**src/rtl/shift_add_multiplier_pkg.sv**
```systemverilog
`default_nettype none
// ============================================================================
//  Module      : shift_add_multiplier_pkg
//  Description : Shared constants for the shift-add multiplier: controller
//                state encoding, 2-bit datapath register command codes
//                (common with the restoring divider) and the counter width
//                helper.
//  Revision    : 1.0 - initial release
// ============================================================================
package shift_add_multiplier_pkg;

    // Controller state encoding
    localparam int          STATE_W = 3;
    localparam logic [2:0]  S_IDLE  = 3'd0;
    localparam logic [2:0]  S_INIT  = 3'd1;
    localparam logic [2:0]  S_CALC  = 3'd2;
    localparam logic [2:0]  S_FIXUP = 3'd3;
    localparam logic [2:0]  S_DONE  = 3'd4;

    // Datapath register commands, same codes as the divider's datapath
    localparam int          CMD_W     = 2;
    localparam logic [1:0]  CMD_HOLD  = 2'd0;
    localparam logic [1:0]  CMD_LOAD  = 2'd1;
    localparam logic [1:0]  CMD_SHIFT = 2'd2;
    localparam logic [1:0]  CMD_ADD   = 2'd3;

    // Bit count register must hold the value WIDTH itself
    function automatic int count_width(input int width);
        return $clog2(width + 1);
    endfunction

endpackage : shift_add_multiplier_pkg
`default_nettype wire

```
**src/rtl/shift_add_mul_ctrl.sv**
```systemverilog
`default_nettype none
// ============================================================================
//  Module      : shift_add_mul_ctrl
//  Description : Controller for the shift-add multiplier. Sequences
//                IDLE -> INIT -> CALC (WIDTH cycles) [-> FIXUP] -> DONE and
//                issues hold/load/shift/add commands to the datapath.
//                FIXUP exists only when MUL_ADD_REMAINDER_EN is defined.
//  Revision    : 1.0 - initial release
// ============================================================================
module shift_add_mul_ctrl
    import shift_add_multiplier_pkg::*;
#(
    parameter int WIDTH = 5
) (
    input  logic             clk,
    input  logic             rst,
    input  logic             i_start,
    input  logic             i_got_result,
    input  logic             i_q0,
    output logic [CMD_W-1:0] o_cmd,
`ifdef MUL_ADD_REMAINDER_EN
    output logic             o_fixup,
`endif
    output logic             o_busy,
    output logic             o_done
);

    localparam int CNT_W = count_width(WIDTH);

    logic [STATE_W-1:0] r_state;
    logic [STATE_W-1:0] w_next;
    logic [CNT_W-1:0]   r_count;

    // State register
    always_ff @(posedge clk or posedge rst) begin
        if (rst) begin
            r_state <= S_IDLE;
        end else begin
            r_state <= w_next;
        end
    end

    // Next-state logic; the last CALC cycle is the one where count is 1
    always_comb begin
        w_next = r_state;
        case (r_state)
            S_IDLE: begin
                if (i_start) begin
                    w_next = S_INIT;
                end
            end
            S_INIT: begin
                w_next = S_CALC;
            end
            S_CALC: begin
                if (r_count == CNT_W'(1)) begin
`ifdef MUL_ADD_REMAINDER_EN
                    w_next = S_FIXUP;
`else
                    w_next = S_DONE;
`endif
                end
            end
`ifdef MUL_ADD_REMAINDER_EN
            S_FIXUP: begin
                w_next = S_DONE;
            end
`endif
            S_DONE: begin
                // gotResult has priority; a coincident start is re-sampled in IDLE
                if (i_got_result) begin
                    w_next = S_IDLE;
                end
            end
            default: begin
                w_next = S_IDLE;
            end
        endcase
    end

    // Bit counter: loaded on leaving INIT, decremented once per CALC cycle
    always_ff @(posedge clk or posedge rst) begin
        if (rst) begin
            r_count <= '0;
        end else if (r_state == S_INIT) begin
            r_count <= CNT_W'(WIDTH);
        end else if (r_state == S_CALC) begin
            r_count <= r_count - CNT_W'(1);
        end
    end

    // Output decode: commands and status flags from the current state
    always_comb begin
        o_cmd  = CMD_HOLD;
        o_busy = 1'b0;
        o_done = 1'b0;
`ifdef MUL_ADD_REMAINDER_EN
        o_fixup = 1'b0;
`endif
        case (r_state)
            S_INIT: begin
                o_cmd  = CMD_LOAD;
                o_busy = 1'b1;
            end
            S_CALC: begin
                o_cmd  = i_q0 ? CMD_ADD : CMD_SHIFT;
                o_busy = 1'b1;
            end
`ifdef MUL_ADD_REMAINDER_EN
            S_FIXUP: begin
                o_fixup = 1'b1;
                o_busy  = 1'b1;
            end
`endif
            S_DONE: begin
                o_done = 1'b1;
            end
            default: begin
                o_cmd = CMD_HOLD;
            end
        endcase
    end

endmodule : shift_add_mul_ctrl
`default_nettype wire

```
**src/rtl/shift_add_multiplier.sv**
```systemverilog
`default_nettype none
// ============================================================================
//  Module      : shift_add_multiplier
//  Description : Sequential unsigned shift-add multiplier, one multiplier bit
//                per cycle. product = {A,Q} = multiplier * multiplicand.
//                Define MUL_ADD_REMAINDER_EN to add a FIXUP cycle that adds
//                the zero-extended addend (Q*M+R reconstruction).
//  Revision    : 1.0 - initial release
// ============================================================================
module shift_add_multiplier
    import shift_add_multiplier_pkg::*;
#(
    parameter int WIDTH = 5
) (
    input  logic               clk,
    input  logic               rst,
    input  logic               start,
    input  logic               gotResult,
    input  logic [WIDTH-1:0]   multiplier,
    input  logic [WIDTH-1:0]   multiplicand,
    input  logic [WIDTH-1:0]   addend,
    output logic [2*WIDTH-1:0] product,
    output logic               busy,
    output logic               done
);

    logic [WIDTH-1:0] r_a;
    logic [WIDTH-1:0] r_q;
    logic [WIDTH-1:0] r_m;
    logic [CMD_W-1:0] w_cmd;
    logic [WIDTH:0]   w_sum;   // {C,A} after the optional add
`ifdef MUL_ADD_REMAINDER_EN
    logic             w_fixup;
`else
    logic             w_unused_addend;
    assign w_unused_addend = ^addend;
`endif

    shift_add_mul_ctrl #(
        .WIDTH        (WIDTH)
    ) u_ctrl (
        .clk          (clk),
        .rst          (rst),
        .i_start      (start),
        .i_got_result (gotResult),
        .i_q0         (r_q[0]),
        .o_cmd        (w_cmd),
`ifdef MUL_ADD_REMAINDER_EN
        .o_fixup      (w_fixup),
`endif
        .o_busy       (busy),
        .o_done       (done)
    );

    // WIDTH+1-bit add of M into A when the current multiplier bit is set
    assign w_sum = {1'b0, r_a} + ((w_cmd == CMD_ADD) ? {1'b0, r_m} : '0);

    // A/Q/M registers: load operands, then shift {C,A,Q} right one bit per step
    always_ff @(posedge clk or posedge rst) begin
        if (rst) begin
            r_a <= '0;
            r_q <= '0;
            r_m <= '0;
        end else begin
`ifdef MUL_ADD_REMAINDER_EN
            if (w_fixup) begin
                {r_a, r_q} <= {r_a, r_q} + {{WIDTH{1'b0}}, addend};
            end else
`endif
            case (w_cmd)
                CMD_LOAD: begin
                    r_a <= '0;
                    r_q <= multiplier;
                    r_m <= multiplicand;
                end
                CMD_SHIFT, CMD_ADD: begin
                    r_a <= w_sum[WIDTH:1];
                    r_q <= {w_sum[0], r_q[WIDTH-1:1]};
                end
                default: begin
                    r_a <= r_a;
                end
            endcase
        end
    end

    assign product = {r_a, r_q};

endmodule : shift_add_multiplier
`default_nettype wire

```
**config.mk**
```make
export PLATFORM = sky130hd
export DESIGN_NAME = shift_add_multiplier
export DESIGN_NICKNAME = d
export VERILOG_FILES = /design/src/rtl/shift_add_multiplier_pkg.sv /design/src/rtl/shift_add_mul_ctrl.sv /design/src/rtl/shift_add_multiplier.sv
export SDC_FILE = /design/constraint.sdc
export NUM_CORES = 1
export LEC_CHECK = 0
export BUFFER_PORTS_ARGS = -buffer_cell sky130_fd_sc_hd__buf_4
export CORE_MARGIN = 2
export CORE_UTILIZATION = 45
export CTS_CLUSTER_SIZE = 16
export DETAILED_ROUTE_END_ITERATION = 6
export HOLD_SLACK_MARGIN = 0.05
export PLACE_DENSITY_LB_ADDON = 0.15
export SETUP_SLACK_MARGIN = 0.4
export SLEW_MARGIN = 20
export SYNTH_ARGS = -nofsm -noshare
export SYNTH_HDL_FRONTEND = slang
export SYNTH_SLANG_ARGS = --single-unit
```
**constraint.sdc**
```tcl
create_clock -name clk -period 6.3 [get_ports clk]
set_input_delay 1.575 -clock clk [delete_from_list [all_inputs] [get_ports clk]]
set_output_delay 1.575 -clock clk [all_outputs]
set_load 0.1 [all_outputs]
```
## After elaboration in Yosys (flattened, before gate mapping)

Index checks and enable logic that the tools add are counted.

- Flip-flop bits (word level): 21
- Bits of input ports: 19
- Output and inout bits: 12
- Logic and storage cells: 36

- $add $sub $neg: 2
- Equality and inequality tests: 10
- Muxes and demuxes: 13
- Reduce and logical (&&, ||, !) cells: 6

Operators with widths:

| kind | number |
|---|---|
| 5-bit case mux with 2 select lines | 2 |
| 3-bit 2-to-1 mux | 5 |
| 3-bit case mux with 4 select lines | 1 |
| 5-bit by 5-bit adder with 6-bit output | 1 |
| 3-bit by 1-bit equality test with 1-bit output, second input constant | 2 |
| 5-bit 2-to-1 mux | 1 |
| 2-bit equality test, second input constant | 2 |
| 2-bit != test, second input constant | 2 |
| 2-bit case mux with 2 select lines | 1 |
| 2-bit nonzero test | 2 |
| 2-bit OR reduction | 2 |
| 3-bit by 2-bit equality test with 1-bit output, second input constant | 1 |
| 3-bit equality test, second input constant | 1 |
| 3-bit logical NOT | 1 |
| 1-bit 2-to-1 mux | 3 |
| 3-bit AND reduction | 1 |
| 3-bit by 1-bit subtractor with 3-bit output, second input constant | 1 |
| 2-bit by 1-bit equality test with 1-bit output, second input constant | 1 |
| 2-bit by 1-bit != test with 1-bit output, second input constant | 1 |

## Longest topological paths before layout

- Word-level depth: 6
- Mapped depth: 7
- Mapped depth without buffers: 7

## Modules after synthesis

From an unflattened synthesis, not the netlist that was laid out.

- Cells, all modules: 119
- Area total of the unflattened synthesis: 1237.4 um2

By module, submodules not included:

| module | instances | cells each | area an instance (um2) | seq. area each (um2) |
|---|---|---|---|---|
| shift_add_multiplier | 1 | 77 | 835.8 | 375.4 |
| shift_add_mul_ctrl | 1 | 42 | 401.6 | 150.1 |

## Worst setup path after synthesis

Ideal clock, no wire load.

- Path type: reg2out
- Start: reg u_ctrl.r_state[2]
- End: out done
- Arrival time: 2535 ps
- Required time: 4725 ps
- Slack: 2190 ps
- Stages on the path, launching flop included: 3
- Buffers on the path: 0
- Cells stage by stage: dfrtp_1 inv_1 nor3_1

- Word-level cells in the longest chain between the ends: 2

Ends and longest elaborated chain:

| element | line | RTL |
|---|---|---|
| from (decl) | shift_add_mul_ctrl.sv:30 | `logic [STATE_W-1:0] r_state;` |
| from (signal assigned) | shift_add_mul_ctrl.sv:39 | `r_state <= w_next;` |
| 3-bit equality test | shift_add_mul_ctrl.sv:100 | `case (r_state)` |
| 1-bit 2-to-1 mux | shift_add_mul_ctrl.sv:100 |  |
| to (decl) | shift_add_multiplier.sv:24 | `output logic done` |

Every way passes these cells.

## Final worst setup path

- Start: reg u_ctrl.r_state[1]
- End: out busy

- Word-level cells in the longest chain between the ends: 3
- Elaborated cells between the ends (all ways): 4
- Those cells by class: 2 x eq/ne; 1 x mux; 1 x reduce/logical

Ends and longest elaborated chain:

| element | line | RTL |
|---|---|---|
| 3-bit by 2-bit equality test with 1-bit output / 3-bit by 1-bit equality test with 1-bit output (equally long branches) | shift_add_mul_ctrl.sv:100 |  |
| 2-bit OR reduction (no source line) (*) | n/a |  |
| 1-bit 2-to-1 mux (*) | shift_add_mul_ctrl.sv:100 |  |
| to (decl) | shift_add_multiplier.sv:23 | `output logic busy,` |

Mark *: on every way between the ends. The rest lies on a longest branch, timed or not.

==> flow_metrics.env <==
export IMPL_postCtsSetupBuffers=0
export IMPL_vias=918
export IMPL_numPortBuffers=25
export IMPL_synth_top_cell_by_area="dfrtp_1"
export IMPL_hold_buffers=0
export IMPL_hold_class="flip-flop to flip-flop"
export IMPL_relSlewSlack=0.4670
export IMPL_drtIter0Drc=12
export IMPL_syn_nets=141
export IMPL_worst_pin_slew_ns=0.7986
export IMPL_insertedDiodeCount=0
export IMPL_synthDistinctLibCells=31
export IMPL_grt_pass1_wl_microns=3836
export IMPL_grt_busiest_layer="met2"
export IMPL_synth_cells=114
export IMPL_syn_area_per_cell_sq_um=9.867
export IMPL_initial_core_util=0.4624
export IMPL_io_pins=31
export IMPL_cts_resized=0
export IMPL_die_height_microns=54.00
export IMPL_drive_above_1_share=0.2391
export IMPL_skew_ns=0.003691
export IMPL_cts_buffer_depth=2
export IMPL_hold_viol=0
export IMPL_track_usage=0.1834
export IMPL_start_kind="flip-flop"
export IMPL_cts_sinks=21
export IMPL_wirelength_microns=2241
export IMPL_first_pass_iters=4
export IMPL_antenna_found_initial=0
export IMPL_n_fill_cell=234
export IMPL_wl_per_cell_microns=13.34
export IMPL_gp_congestion=0.7171
export IMPL_cp_arrival_ns=2.06
export IMPL_rows=18
export IMPL_maxCapViolCount=0
export IMPL_fin_nets=166
export IMPL_use_met1=0.2517
export IMPL_use_met2=0.2886
export IMPL_detail_route_vias_per_cell=5.464
export IMPL_syn_cell_area_sq_mm=0.001125
export IMPL_finalSetupViolCount=0
export IMPL_grt_overflow_total=0
export IMPL_run_status="finished clean"
export IMPL_h_tree_depth=1
export IMPL_clkLatencyLatePin_ns=0.30
export IMPL_die_w_microns=54.00
export IMPL_remaining_drc_errors=0
export IMPL_cts_tree="built"
export IMPL_dpl_hpwl_microns=1584
export IMPL_cts_made_buffers=3
export IMPL_multi_input_area_sq_um=541.8
export IMPL_grt_pass1_vias=877
export IMPL_use_met3=0.02500
export IMPL_synth_seq_cells=21
export IMPL_fin_setup_tns_ns=0
export IMPL_rsz0062_at_grt="no"
export IMPL_antenna_left=0
export IMPL_regArea_sq_um=525.5
export IMPL_worstSetupPathType="flip-flop to primary output"
export IMPL_die_area_sq_mm=0.002915
export IMPL_crit_path_max_fanout=17
export IMPL_required_ns=4.72
export IMPL_syn_to_final_growth_pct=19.58
export IMPL_synth_top_area_frac=0.4672
export IMPL_core_sq_mm=0.002432
export IMPL_fmax_ghz=0.2755
export IMPL_ys_top_cells_by_area="dfrtp_1 (47%), ha_1 (7.8%), nand2_1 (7.7%), and3_1 (3.3%), a31oi_1 (2.8%)"
export IMPL_clock_root_buffer="clkbuf_4"
export IMPL_finalMaxSlewViolations=0
export IMPL_timing_final_crit_share=0.5762
export IMPL_endpoint_kind="primary output"
export IMPL_ys_warn_count=0
export IMPL_ys_seq_area_frac=0.4672
export IMPL_grt_max_degree=22
export IMPL_clk_pin_slew_ns=0.12
export IMPL_period_minus_slack_ns=3.630
==> final timing paths <==
check	slack, ns	from	cells after the start	to
hold reg to reg	0.48	r_m[1]	2	r_m[1]
setup / recovery	2.67	u_ctrl.r_state[1]	4	busy
max in group asynchronous	4.39	rst	2	u_ctrl.r_count[0]
hold / removal	0.48	r_m[1]	2	r_m[1]
min in group asynchronous	1.41	rst	2	r_a[2]
setup reg to reg	3.95	u_ctrl.r_state[1]	6	r_a[2]
==> cell type report <==
class | count | share of cell area
Multi-Input combinational cell | 82 | 0.4028
Inverter | 5 | 0.01395
Sequential cell | 21 | 0.3907
Timing Repair Buffer | 26 | 0.1451
Clock buffer | 4 | 0.01953
Tap cell | 30 | 0.02791
==> sequential cells by signal, summed over array words and instances (netlist names) <==
signal          cells
r_a                 5
r_m                 5
r_q                 5
u_ctrl.r_count      3
u_ctrl.r_state      3
==> Yosys cell counts <==
cell,count
fa_1,1
and4_1,2
a22o_1,2
a211oi_1,2
a31oi_1,5
and3_1,6
buf_6,1
o21ai_0,1
buf_2,4
nand2_1,23
nand3_1,2
nor4b_1,1
nor2_1,7
ha_1,7
nor3b_4,1
dfrtp_1,21
o22ai_2,2
buf_4,1
xnor2_1,1
xor2_1,1
a21o_1,1
nor2b_1,1
o21ai_1,1
a211o_1,2
or3b_1,1
inv_1,5
or3b_2,1
o2bb2ai_1,1
nor3b_1,2
a21oi_1,5
nor3_1,3
==> placed cells by master (no fill, tap or decap), types with 3 or more instances in the layout <==
cell type	instances
nor3_1	3
ha_1	7
dfrtp_1	21
inv_1	5
nand2_1	23
and3_1	6
a31oi_1	5
nor2_1	7
buf_4	26
a21oi_1	5
clkbuf_4	3
==> worst max-delay path, stage by stage (launching register included) <==
cell	delay, ns
dfrtp_1	0.47
nor3b_4	0.61
nor2_1	0.27
inv_1	0.11
buf_4	0.29
==> kinds of logic after synthesis <==
logic type      after synthesis  synth area share
simple gates                 50            0.2303
fa+ha+maj                     8           0.09566
xor+xnor                      2           0.01558
compound gates               22            0.1401
flops                        21            0.4672
buf+inv                      11           0.05117
==> per-layer routing <==
layer  vias up  wire length (microns)
met5         -                      0
met1       444                   1079
met4         0                     12
met3         2                     94
met2        21                   1054
li1        451                      -
==> metrics by stage <==
stage          setup WS, ns  hold WS, ns  cell area [sq um]    util  instances
2_1_floorplan         2.190       0.4373               1125       -        114
3_3_place_gp          3.029       0.4510               1319  0.5422        164
3_5_place_dp          3.019       0.4557               1319  0.5422        164
4_1_cts               2.658       0.4846               1345  0.5530        168
5_1_grt               2.491       0.5070               1345  0.5530        168
6_report              2.670       0.4809               1345  0.5530        168
Power is not shown: default switching activity piles up to over one toggle a cycle in this logic, so the estimate is an artifact.
